<file path="config.mk">
export PLATFORM = sky130hd
export DESIGN_NAME = fifo_rd_stream
export DESIGN_NICKNAME = d
export VERILOG_FILES = /design/src/rtl/fifo_rd_stream.sv
export SDC_FILE = /design/constraint.sdc
export NUM_CORES = 1
export LEC_CHECK = 0
export CAP_MARGIN = 5
export CORE_MARGIN = 3
export CORE_UTILIZATION = 30
export CTS_CLUSTER_DIAMETER = 200
export CTS_CLUSTER_SIZE = 25
export DETAILED_ROUTE_END_ITERATION = 7
export GPL_ROUTABILITY_DRIVEN = 0
export SLEW_MARGIN = 20
export SYNTH_ARGS = -nofsm -noshare
export SYNTH_HDL_FRONTEND = slang
export SYNTH_SLANG_ARGS = --single-unit
</file>
<file path="constraint.sdc">
create_clock -name i_clk -period 3.1 [get_ports i_clk]
set_input_delay 0.93 -clock i_clk [delete_from_list [all_inputs] [get_ports i_clk]]
set_output_delay 0.93 -clock i_clk [all_outputs]
set_load 0.05 [all_outputs]
</file>
<file path="src/rtl/fifo_rd_stream.sv">
// Read-side adapter for a registered-read async FIFO. It turns the ren/empty/rdata
// interface into a full-throughput valid/ready stream and frames it into fixed-length packets.
module fifo_rd_stream #(
  parameter int WIDTH   = 8,
  parameter int PKT_LEN = 4
) (
  input  logic             i_clk,
  input  logic             i_rst_n,
  output logic             o_fifo_ren,
  input  logic             i_fifo_empty,
  input  logic [WIDTH-1:0] i_fifo_rdata,
  output logic             o_valid,
  input  logic             i_ready,
  output logic [WIDTH-1:0] o_data,
  output logic             o_last,
  output logic [1:0]       o_level
);

  localparam int CW = (PKT_LEN > 1) ? $clog2(PKT_LEN) : 1;
  localparam logic [CW-1:0] LAST_BEAT = CW'(PKT_LEN - 1);

  logic [WIDTH-1:0] mem [2];
  logic             head;
  logic             tail;
  logic             inflight;
  logic [1:0]       occ;
  logic [CW-1:0]    count;
  logic             pop;
  logic [2:0]       proj;

  assign o_valid = (occ != 2'd0);
  assign o_data  = mem[head];
  assign o_level = occ;
  // For PKT_LEN=1 the counter is pinned at 0, so o_last stays high.
  assign o_last  = (count == LAST_BEAT);

  // proj is next-cycle occupancy. Reads are only issued while it leaves room for
  // the word they return, so the buffer never overflows. Gating with i_rst_n keeps
  // ren low for as long as reset is held.
  always_comb begin
    pop        = o_valid & i_ready;
    proj       = {1'b0, occ} + {2'b00, inflight} - {2'b00, pop};
    o_fifo_ren = i_rst_n & ~i_fifo_empty & (proj < 3'd2);
  end

  always_ff @(posedge i_clk or negedge i_rst_n) begin
    if (!i_rst_n) begin
      mem[0]   <= '0;
      mem[1]   <= '0;
      head     <= 1'b0;
      tail     <= 1'b0;
      inflight <= 1'b0;
      occ      <= '0;
      count    <= '0;
    end else begin
      if (inflight) begin
        mem[tail] <= i_fifo_rdata;
        tail      <= ~tail;
      end
      if (pop) begin
        head  <= ~head;
        count <= (count == LAST_BEAT) ? '0 : count + 1'b1;
      end
      occ      <= proj[1:0];
      inflight <= o_fifo_ren;
    end
  end

endmodule
</file>
==> results of run 1 <==
Yosys cell counts:
library cell,instances
nor4b_1,1
fa_1,1
mux2_2,26
dfrtp_1,23
nor2b_4,1
xor2_1,1
nor2_1,1
xnor2_1,2
o21ai_2,1
or2_2,1
buf_6,1
nand2_2,1
ha_1,3
buf_2,1
inv_1,5
worst max-delay path by stage:
stage / start / to / slack, ps / cells past startpoint
floorplan: i_ready / o_fifo_ren / -550 / 8
global placement: i_ready / o_fifo_ren / -790 / 10
detailed placement: i_ready / o_fifo_ren / -800 / 9
CTS: i_ready / o_fifo_ren / -500 / 9
global route: i_ready / o_fifo_ren / -470 / 10
finish: i_ready / o_fifo_ren / -420 / 10
metal layers:
metal / vias to the layer above / wire length [um]
li1: 323 / -
met1: 348 / 936
met2: 22 / 1020
met3: 4 / 129
met4: 0 / 31
met5: - / 0
cell families (layout without fill, tap and decap cells):
group | after synthesis | in the layout | share of synthesized area [%]
buf+inv | 7 | 51 | 3.39
compound gates | 1 | 1 | 0.847
mux | 26 | 26 | 28.3
fa+ha+maj | 4 | 4 | 5.56
flops | 23 | 23 | 55.6
xor+xnor | 3 | 3 | 2.54
simple gates | 5 | 5 | 3.75
flip-flops by register name, indices dropped and copies added, names as in the netlist:
name      cells
count         2
tail          1
inflight      1
head          1
o_level       2
mem          16
through the flow:
stage	instance area [um^2]	setup WS, ps	utilization [%]	TNS (ps)
CTS	1550	-497	48.6	-1520
global placement	1360	-785	42.8	-785
detailed placement	1360	-799	42.8	-799
finish	1550	-423	48.7	-423
floorplan	1050	-553	-	-553
global route	1550	-468	48.7	-468
worst max-delay path, stage by stage:
cell	delay, ps
buf_6	100
o21ai_4	50
inv_2	60
ha_4	260
inv_2	40
ha_4	150
fa_2	350
xnor2_2	160
nor4b_4	310
buf_12	180
cell type report:
class / instances / area [um^2] / share of cell area [%]
well taps: 44 / 55.1 / 3.56
flip-flops and latches: 23 / 576 / 37.2
clock buffers: 4 / 26.3 / 1.70
inverters: 5 / 18.8 / 1.21
multi-input cells: 39 / 485 / 31.4
repair buffers: 42 / 387 / 25.0
repair_timing:
action | 4_1_cts | 5_1_grt
pin swaps | 3 | 4
buffers inserted | 20 | 1
gates resized for setup | 7 | 8
endpoints found under the setup margin | 1 | 4
endpoints found under the hold margin | 0 | 0
cells in the final DEF, fill, tap and decap left out, drive strengths merged:
| master | netlist | routed |
|---|---|---|
| xnor2 | 2 | 2 |
| nor2b | 1 | 1 |
| nor2 | 1 | 1 |
| or2 | 1 | 1 |
| mux2 | 26 | 26 |
| nand2 | 1 | 1 |
| o21ai | 1 | 1 |
| ha | 3 | 3 |
| inv | 5 | 5 |
| nor4b | 1 | 1 |
| xor2 | 1 | 1 |
| buf | 2 | 20 |
| fa | 1 | 1 |
| clkbuf | 0 | 4 |
| clkdlybuf4s50 | 0 | 22 |
| dfrtp | 23 | 23 |
==> impl_metrics.csv, run 1 <==
group,metric,value,unit
timing,tightestPinTransition,499,ps
finish,nNetsFinal,130,
drt,routedWlPerCell,13.5,um
logic_synthesis,syn-cell-area,1030,um^2
global_routing,track_usage,11.3,%
global_routing,grt_util_met2,19.3,%
timing,final_period_minus_worst_setup_slack,3520,ps
die,floorplan.core_area,3180,um^2
drt,drt_wl_total,2120,um
worst_setup_path,reg_to_reg_startpoint,"o_level[0]$_DFF_PN0_",
timing,hold_viol_final,0,
timing,fin_hold_ws,517,ps
timing,clock_skew,4.07,ps
logic_synthesis,synth_warnings,0,
clock_tree,cts_root_buffer,"clkbuf_4",
finish,final.fill_count,300,
die,fp-row-count,20,
hold_path,worst_hold_path.num_cells,1,
worst_setup_path,timing.critical_path.to_type,"output port",
hold_path,hold-path-endpoint,"mem[6]$_DFFE_PN0P_",
worst_setup_path,worst-r2r-setup-slack,330,ps
hold_path,hp-class,"register to register",
clock_tree,clk_pin_slew_worst_paths,120,ps
hold_path,holdCritStartpoint,"mem[6]$_DFFE_PN0P_",
finish,final_cell_count_no_fill,157,
drt,drt_pre_antenna_iters,2,
outcome,outcome,"finished, violations left",
global_routing,grt_remaining_overflow,0,
die,initial_utilization,32.6,%
global_routing,antenna_found_initial,0,
clock_tree,clkSinkCount,23,
run,max_cap_violations,0,
global_routing,grt_first_pass_wirelength,3580,um
finish,n_antenna_cell,0,
logic_synthesis,distinct_cells_synth,15,
clock_tree,cts_tree,"yes",
drt,remaining_drc_errors,0,
global_routing,grt_busiest_layer,"met2",
drt,dr.first_iter.drc_count,14,
place,dp_cells,138,
logic_synthesis,yosys.area.top_type_share,55.6,%
finish,syn2layout_area_growth,49.6,%
timing,report.final.slew_viol_count,0,
finish,share_of_cells_above_drive_strength_1,53.1,%
worst_setup_path,r2r_end,"count[1]$_DFFE_PN0P_",
global_routing,grt_pass1_vias,803,
timing,finalWorstSetupSlack,-423,ps
logic_synthesis,synth.yosys.seq_area_share,55.6,%
place,dp.final_hpwl,1280,um
outcome,failed_checks,"negative setup slack",
worst_setup_path,timing.critical_path.from_type,"input port",
clock_tree,clock_buffers_created_by_tritoncts,3,
worst_setup_path,critical_path_peak_fanout,2,
global_routing,grt_start_max_net_pins,24,
die,chipHeight,64.7,um
worst_setup_path,r2r.worst_path.cells,17,
die,ios,25,
worst_setup_path,critical_path_required,2170,ps
logic_synthesis,yosys.area.top_type,"dfrtp_1",
clock_tree,cts.path.max_buffers,2,
logic_synthesis,top_area_cells_in_the_synthesized_netlist,"dfrtp_1 (56%), mux2_2 (28%), ha_1 (3.6%), fa_1 (1.9%), inv_1 (1.8%)",
timing,achievable-frequency,284,MHz
global_routing,gr-usage-met3,3.64,%
timing,layout_worst_path_cycle_share,114,%
clock_tree,clk_latency,300,ps
logic_synthesis,postSynthNetCount,85,
place,buffer_ports.inserted,24,
timing,slew_headroom,66.6,%
timing,rsz0062_at_grt,"true",
clock_tree,post_cts_hold_buffer_count,0,
logic_synthesis,syn_area_per_cell,15.0,um^2
clock_tree,htreeDepth,1,
die,die_x,64.7,um
logic_synthesis,post_synth_inst_count,69,
worst_setup_path,criticalPathCategory,"input port to output port",
drt,viasPerCell,4.44,
drt,drt_antenna_net_count,0,
die,die_area,4190,um^2
timing,setup-violations-final,1,
global_routing,global_route.usage.met1,12.7,%
logic_synthesis,ys_ff_latch,23,
drt,via_count,697,
worst_setup_path,critical_path_arrival,2590,ps
Power of run 1 is left out: the tool's default activity adds up to more than one toggle a clock period on the data nets, which glitch-free logic cannot reach.
==> run 2: changes to the inputs <==
- DONT_BUFFER_PORTS: default -> 1
==> impl_metrics.csv, run 2 (same netlist as run 1, synthesis figures left out) <==
group,metric,value,unit
clock_tree,clk_latency,300,ps
clock_tree,cts_root_buffer,"clkbuf_4",
die,initial_utilization,32.6,%
die,die_area,4190,um^2
timing,report.final.slew_viol_count,0,
drt,met3_length,174,um
die,ios,25,
drt,dr.first_iter.drc_count,13,
drt,routed.top_layer,"met4",
place,place_worst_setup_slack,-335,ps
finish,layout.core_utilization,37.8,%
place,dp.final_hpwl,1190,um
run,max_cap_violations,0,
clock_tree,clkSinkCount,23,
finish,syn2layout_area_growth,16.1,%
worst_setup_path,worst-r2r-setup-slack,910,ps
timing,final_period_minus_worst_setup_slack,3440,ps
clock_tree,post_cts_hold_buffer_count,0,
outcome,failed_checks,"negative setup slack",
global_routing,grt_remaining_overflow,0,
drt,viasPerCell,4.61,
finish,layout.cells.most_common,"mux2_2",
worst_setup_path,timing.critical_path.to_type,"output port",
drt,met1Wirelength,730,um
worst_setup_path,critical_path_arrival,2510,ps
worst_setup_path,critical_path.cell_chain,"o21ai_4 -> inv_2 -> ha_4 -> inv_2 -> ha_4 -> fa_2 -> xnor2_2 -> nor4b_4 -> buf_12",
die,die_x,64.7,um
die,floorplan.core_area,3180,um^2
timing,slew_headroom,64.9,%
clock_tree,cts.path.max_buffers,2,
finish,largest-register,"mem",
clock_tree,cts_tree,"yes",
finish,largest_register_ff_count,16,
global_routing,grt_first_pass_wirelength,2760,um
drt,drt_antenna_net_count,0,
clock_tree,clock_buffers_created_by_tritoncts,3,
finish,nNetsFinal,92,
finish,n_antenna_cell,0,
drt,met2WireLength,763,um
timing,setup-violations-final,1,
worst_setup_path,critical_path_peak_fanout,2,
die,chipHeight,64.7,um
place,buffer_ports.inserted,0,
clock_tree,htreeDepth,1,
clock_tree,post_cts_setup_buffer_count,0,
drt,via_count,548,
die,fp-row-count,20,
hold_path,hp-class,"input port to async pin",
worst_setup_path,critical_path_required,2170,ps
drt,remaining_drc_errors,0,
worst_setup_path,reg_to_reg_startpoint,"o_level[1]$_DFF_PN0_",
finish,share_of_cells_above_drive_strength_1,60.0,%
place,dpl_cell_area,1130,um^2
global_routing,track_usage,8.58,%
finish,final_cell_mix,"mux2_2 (26), dfrtp_1 (23), inv_1 (3), clkbuf_4 (3), buf_4 (3)",
outcome,outcome,"finished, violations left",
worst_setup_path,timing.critical_path.slowest_cell_delay,370,ps
worst_setup_path,r2r_end,"inflight$_DFF_PN0_",
worst_setup_path,r2r.worst_path.cells,9,
global_routing,grt_pass1_vias,614,
worst_setup_path,cpMaxStageDelayCell,"fa_2",
global_routing,antenna_found_initial,0,
drt,drt_wl_total,1680,um
clock_tree,clk_pin_slew_worst_paths,120,ps
worst_setup_path,timing.critical_path.buf_inv,3,
worst_setup_path,timing.critical_path.from_type,"input port",
timing,rsz0062_at_grt,"true",
timing,hold_viol_final,0,
drt,routedWlPerCell,14.1,um
global_routing,grt_start_max_net_pins,25,
timing,finalWorstSetupSlack,-336,ps
timing,clock_skew,7.54,ps
finish,finalInstanceArea,1200,um^2
worst_setup_path,criticalPathCategory,"input port to output port",
worst_setup_path,cp_top_family,"adder cells",
timing,layout_worst_path_cycle_share,111,%
timing,achievable-frequency,291,MHz
timing,fin_hold_ws,300,ps
timing,tightestPinTransition,527,ps
drt,drt_pre_antenna_iters,3,
[run 2: cell types whose count changed in the layout (fill, tap and decap cells not counted), sizes merged]
| cell | change |
|---|---|
| clkinv | +1 |
| clkdlybuf4s50 | -22 |
| clkbuf | -1 |
| buf | -16 |
[run 2: worst reg2reg max path: stages, from the launching register on]
cell     delay (ps)
dfrtp_1         440
o21ai_4         160
inv_2            60
ha_4            250
inv_2            30
ha_4            150
fa_2            370
xnor2_2         160
nor4b_4         330
buf_12          180
[run 2: layout make-up]
cell class	count	area (um^2)
Multi-Input combinational cell	39	482
Tap cell	44	55.1
Clock inverter	1	5.00
Timing Repair Buffer	4	42.5
Fill cell	309	1980
Inverter	5	18.8
Sequential cell	23	576
Clock buffer	3	22.5
[run 2: through the flow]
step / TNS [ps] / cells
after global placement: -325 / 115
after CTS: -306 / 119
final: -336 / 119
after global routing: -413 / 119
after detailed placement: -335 / 115
after floorplan: -553 / 69
[run 2: worst max-delay path by stage]
| stage | start | to | slack [ps] | cells after the start |
|---|---|---|---|---|
| finish | i_ready | o_fifo_ren | -340 | 9 |
| floorplan | i_ready | o_fifo_ren | -550 | 8 |
| CTS | i_ready | o_fifo_ren | -310 | 8 |
| global placement | i_ready | o_fifo_ren | -320 | 9 |
| global route | i_ready | o_fifo_ren | -410 | 9 |
| detailed placement | i_ready | o_fifo_ren | -340 | 8 |
[run 2: timing repair]
| item | CTS | global route |
|---|---|---|
| gates resized for setup | 2 | 6 |
| setup endpoints to repair | 1 | 1 |
| gates cloned | 0 | 0 |
| pin swaps | 0 | 4 |
| hold endpoints to repair | 0 | 0 |
[run 2: layer usage]
metal	GRT usage, %	up-vias
met3	5.20	2
met1	9.62	276
met5	0	-
li1	-	250
met2	14.0	20
met4	1.58	0
Power of run 2 is left out for the same reason.
